File: src/rtl/sha256_pkg.sv
// Shared SHA-256 definitions: sizes, scheduler state encoding and the small-sigma mixing functions.
// The compression stage uses this package too.
package sha256_pkg;

    localparam int WORD_W      = 32;
    localparam int ROUNDS      = 64;
    localparam int BLOCK_WORDS = 16;

    typedef logic [WORD_W-1:0] word_t;

    typedef enum logic [1:0] {
        S_IDLE,
        S_LOAD,
        S_RUN,
        S_DONE
    } sched_state_e;

    // sigma0: ROTR7 ^ ROTR18 ^ SHR3
    function automatic word_t sig0(input word_t x);
        return {x[6:0], x[31:7]} ^ {x[17:0], x[31:18]} ^ {3'b000, x[31:3]};
    endfunction

    // sigma1: ROTR17 ^ ROTR19 ^ SHR10
    function automatic word_t sig1(input word_t x);
        return {x[16:0], x[31:17]} ^ {x[18:0], x[31:19]} ^ {10'b0, x[31:10]};
    endfunction

endpackage

File: src/rtl/w_expand.sv
// Combinational schedule expansion.
// Computes W_t from W_{t-2}, W_{t-7}, W_{t-15} and W_{t-16}; the sum wraps modulo 2^32.
module w_expand
    import sha256_pkg::*;
(
    input  logic [31:0] w_m2_i,
    input  logic [31:0] w_m7_i,
    input  logic [31:0] w_m15_i,
    input  logic [31:0] w_m16_i,
    output logic [31:0] w_o
);

    assign w_o = sig1(w_m2_i) + w_m7_i + sig0(w_m15_i) + w_m16_i;

endmodule

File: src/rtl/message_scheduler.sv
// SHA-256 message scheduler.
// Loads 16 message words, then emits W0..W63 one per cycle to the compression stage.
module message_scheduler #(
    parameter int WORD_W      = sha256_pkg::WORD_W,
    parameter int ROUNDS      = sha256_pkg::ROUNDS,
    parameter int BLOCK_WORDS = sha256_pkg::BLOCK_WORDS
) (
    input  logic              clk,
    input  logic              rst,
    input  logic              start,
    input  logic [WORD_W-1:0] in_word,
    input  logic              in_valid,
    output logic              load_ready,
    input  logic              hold,
    output logic [WORD_W-1:0] w_out,
    output logic [5:0]        round_n,
    output logic              w_valid,
    output logic              busy,
    output logic              done
);
    import sha256_pkg::*;

    localparam logic [5:0] LAST_K = 6'(BLOCK_WORDS - 1);
    localparam logic [5:0] LAST_T = 6'(ROUNDS - 1);

    sched_state_e state_q, state_d;
    logic [5:0]   cnt_q, cnt_d;
    logic [5:0]   rnd_q, rnd_d;
    logic         vld_q, vld_d;
    logic [WORD_W-1:0] w_out_q, w_out_d;
    logic [WORD_W-1:0] w_next;

    // Element 0 is the oldest word (W_{t-16}); element 15 is the newest (W_{t-1}).
    logic [BLOCK_WORDS-1:0][WORD_W-1:0] win_q, win_d;

    w_expand u_w_expand (
        .w_m2_i  (win_q[14]),
        .w_m7_i  (win_q[9]),
        .w_m15_i (win_q[1]),
        .w_m16_i (win_q[0]),
        .w_o     (w_next)
    );

    always_ff @(posedge clk or posedge rst) begin
        if (rst) begin
            state_q <= S_IDLE;
            cnt_q   <= '0;
            rnd_q   <= '0;
            vld_q   <= 1'b0;
            w_out_q <= '0;
            win_q   <= '0;
        end else begin
            state_q <= state_d;
            cnt_q   <= cnt_d;
            rnd_q   <= rnd_d;
            vld_q   <= vld_d;
            w_out_q <= w_out_d;
            win_q   <= win_d;
        end
    end

    always_comb begin
        state_d = state_q;
        cnt_d   = cnt_q;
        rnd_d   = rnd_q;
        vld_d   = 1'b0;
        w_out_d = w_out_q;
        win_d   = win_q;
        case (state_q)
            S_IDLE: begin
                if (start) begin
                    state_d = S_LOAD;
                    cnt_d   = '0;
                end
            end
            S_LOAD: begin
                if (in_valid) begin
                    win_d   = {in_word, win_q[BLOCK_WORDS-1:1]};
                    w_out_d = in_word;
                    rnd_d   = cnt_q;
                    vld_d   = 1'b1;
                    cnt_d   = cnt_q + 6'd1;
                    // Word 15 leaves the counter at 16, which is the first generated round.
                    if (cnt_q == LAST_K) state_d = S_RUN;
                end
            end
            S_RUN: begin
                if (!hold) begin
                    win_d   = {w_next, win_q[BLOCK_WORDS-1:1]};
                    w_out_d = w_next;
                    rnd_d   = cnt_q;
                    vld_d   = 1'b1;
                    cnt_d   = cnt_q + 6'd1;
                    if (cnt_q == LAST_T) state_d = S_DONE;
                end
            end
            S_DONE:  state_d = S_IDLE;
            default: state_d = S_IDLE;
        endcase
    end

    assign w_out      = w_out_q;
    assign round_n    = rnd_q;
    assign w_valid    = vld_q;
    assign load_ready = (state_q == S_LOAD);
    assign busy       = (state_q == S_LOAD) || (state_q == S_RUN);
    assign done       = (state_q == S_DONE);

endmodule

File: config.mk
export PLATFORM = sky130hd
export DESIGN_NAME = message_scheduler
export DESIGN_NICKNAME = d
export VERILOG_FILES = /design/src/rtl/sha256_pkg.sv /design/src/rtl/w_expand.sv /design/src/rtl/message_scheduler.sv
export SDC_FILE = /design/constraint.sdc
export NUM_CORES = 2
export LEC_CHECK = 0
export BUFFER_PORTS_ARGS = -buffer_cell sky130_fd_sc_hd__buf_2
export CAP_MARGIN = 20
export CORE_MARGIN = 1
export CORE_UTILIZATION = 60
export DETAILED_ROUTE_END_ITERATION = 8
export GPL_TIMING_DRIVEN = 0
export PLACE_DENSITY_LB_ADDON = 0.25
export SYNTH_ARGS = -nofsm -noshare
export SYNTH_HDL_FRONTEND = slang
export SYNTH_HIERARCHICAL = 1
export SYNTH_SLANG_ARGS = --single-unit
export TNS_END_PERCENT = 20
File: constraint.sdc
create_clock -name clk -period 43.5 [get_ports clk]
set_input_delay 8.7 -clock clk [delete_from_list [all_inputs] [get_ports clk]]
set_output_delay 8.7 -clock clk [all_outputs]
set_load 0.05 [all_outputs]
==> impl_metrics.yaml <==
logic_synthesis:
  async_flop_share_pct: 100.0
  ys_ff_latch: 527
  syn_inst: 1716
  synth_cell_types: 63
  synth_edf_count: 0
  syn_area_sq_um: 26190
  synthTopCellsByArea: "dfrtp_1 (50%), mux2_4 (25%), fa_1 (4.7%)"
  synth_top_area_share_pct: 50.35
  syn-num-nets: 1851
  seq_area_frac_synth_pct: 50.35
  yosys_warnings: 6
  yosysTopAreaCell: "dfrtp_1"
  synth.avg_cell_area_sq_um: 15.26
  ys.flop_type: "dfrtp_1"
timing:
  min_period_ns: 10.52
  hold_violations: 0
  slew_headroom_pct: 40.57
  clock.fmax_mhz: 95.09
  max_slew.worst_pin.slew_ns: 0.8914
  rsz0062_at_grt: "false"
  worst_clock_skew_ns: 0.02057
  fin_tns_setup_ns: 0
  drv_slew: 0
  setup_viol: 0
  whs_ns: 0.4983
  fin_crit_sh_pct: 24.18
worst_setup_path:
  slowest_stage: "ha_1"
  crit_path_start_kind: "register"
  worstPathRequired_ns: 34.80
  cp_cell_sequence: "inv_1 > ha_1 > buf_2"
  worst-setup-path-type: "register to output pin"
  critPathCaptureType: "output pin"
  critical-path-max-stage-delay_ns: 0.42
  critPathMaxFanout: 7
  worstPathArrival_ns: 1.82
  cp_top_family: "adder cells"
  crit_buf_inv: 2
placed_design:
  portBuffers: 78
  place_hpwl_mm: 41.33
  routabilityCongestion: 0.8723
grt:
  track_usage_pct: 26.70
  grt_pass1_vias: 14452
  grt_antenna_before_repair: 1
  grt_max_degree: 136
  gr-total-overflow: 0
  grt_pass1_wl_mm: 88.44
clock_tree:
  ctsHoldBuffers: 0
  cts_buffers: 53
  cts_tree: "done"
  clock_latency_ns: 0.61
  cts_resized: 0
  cts_root_buffer: "clkbuf_16"
  path_clk_slew_ns: 0.07
  postCtsSetupBuffers: 0
  numClockSinks: 527
  htreeDepth: 2
  clockBufferDepth: 3
drt:
  drc_errors: 0
  drtPass1Iterations: 5
  drt_iter0_markers: 844
  wl_met1_mm: 25.81
  wl_met2_mm: 25.99
  drt-vias-per-instance: 5.449
  vias: 13530
  wl_met3_mm: 2.385
  wl_mm: 55.88
  ant_nets: 0
  dr.max_layer_used: "met4"
  routedWlPerCell_um: 22.51
outcome:
  status: "finished clean"
cells_and_area:
  final_cell_mix: "dfrtp_1 (527), mux2_4 (433), xnor2_1 (112), buf_2 (86), inv_1 (75)"
  fin_nets: 1988
  n_fill_cell: 2913
  layout_commonest_cell: "dfrtp_1"
  drive_above_1_share_pct: 40.22
  area_growth_pct: 12.01
floorplanning:
  ioPinCount: 79
  die_height_um: 210.9
  dieArea_sq_um: 44490
  coreArea_sq_um: 43080
  fp.dieW_um: 210.9
  num_rows: 76
  initial_core_util_pct: 60.80
worst_hold_path:
  hp-class: "register to register"
flow_run:
  drv_cap: 0
[synth_stat cells (3+ instances only)]
cell / number
a211oi_1: 3
a21o_1: 9
a21oi_1: 67
a31oi_1: 5
and3_1: 3
buf_2: 8
buf_4: 33
buf_6: 53
clkbuf_1: 4
dfrtp_1: 527
fa_1: 62
ha_1: 36
inv_1: 76
mux2_2: 53
mux2_4: 433
mux2i_1: 34
nand2_1: 23
nand2b_1: 6
nand3_1: 7
nor2_1: 49
nor2b_1: 4
nor3b_1: 3
o21a_1: 3
o21ai_0: 22
o21bai_1: 6
o22ai_1: 3
xnor2_1: 112
xor2_1: 32
[through the flow]
step | area [sq um] | utilization [%] | setup slack [ns] | instances
final | 29330 | 68.10 | 32.98 | 2483
after global routing | 29330 | 68.10 | 32.89 | 2483
after floorplan | 26190 | - | 20.07 | 1716
after global placement | 27310 | 63.40 | 15.11 | 2379
after CTS | 29330 | 68.09 | 32.95 | 2482
after detailed placement | 27430 | 63.68 | 33.16 | 2383
[final timing paths]
check	startpoint	end	slack [ns]	cells past startpoint
worst max-delay path	state_q[1]$_DFFE_PP0P_	busy	32.98	3
worst min-delay path	win_q[336]$_DFFE_PP0P_	win_q[304]$_DFFE_PP0P_	0.50	1
worst max register to register	win_q[59]$_DFFE_PP0P_	win_q[511]$_DFFE_PP0P_	38.69	17
worst min register to register	win_q[336]$_DFFE_PP0P_	win_q[304]$_DFFE_PP0P_	0.50	1
max in group asynchronous	rst	cnt_q[2]$_DFFE_PP0P_	33.84	4
min in group asynchronous	rst	win_q[139]$_DFFE_PP0P_	8.10	2
[cells by family (layout without fill, tap and decap cells)]
kind of cell / Yosys count / after routing / synth area share (%)
other cells: 0 / 1 / 0
compound gates: 135 / 135 / 3.220
flops: 527 / 527 / 50.35
simple gates: 117 / 117 / 2.212
mux: 520 / 520 / 28.40
xor+xnor: 144 / 144 / 4.816
buf+inv: 175 / 356 / 4.538
fa+ha+maj: 98 / 98 / 6.459
[flip-flops by register name, summed over array words and instances, names as in the netlist]
name	flops
win_q	512
cnt_q	6
round_n	6
state_q	2
w_valid	1
[final cells by class]
| type | count | area (sq um) | area share (%) |
|---|---|---|---|
| Sequential cell | 527 | 13190 | 44.96 |
| Clock buffer | 77 | 1528 | 5.208 |
| Antenna cell | 1 | 2.502 | 0.008531 |
| Tap cell | 585 | 732.0 | 2.495 |
| Multi-Input combinational cell | 1014 | 11810 | 40.27 |
| Inverter | 76 | 292.8 | 0.9981 |
| Buffer | 99 | 903.4 | 3.080 |
| Clock inverter | 22 | 374.1 | 1.275 |
| Timing Repair Buffer | 82 | 500.5 | 1.706 |
[per-layer routing]
metal	global-route usage [%]	vias up
li1	-	6149
met1	38.31	7003
met2	41.50	282
met3	4.386	96
met4	9.270	0
met5	0	-
Power is left out: the tool's default activity adds up to more than one toggle a clock period on the data nets, which glitch-free logic cannot reach.
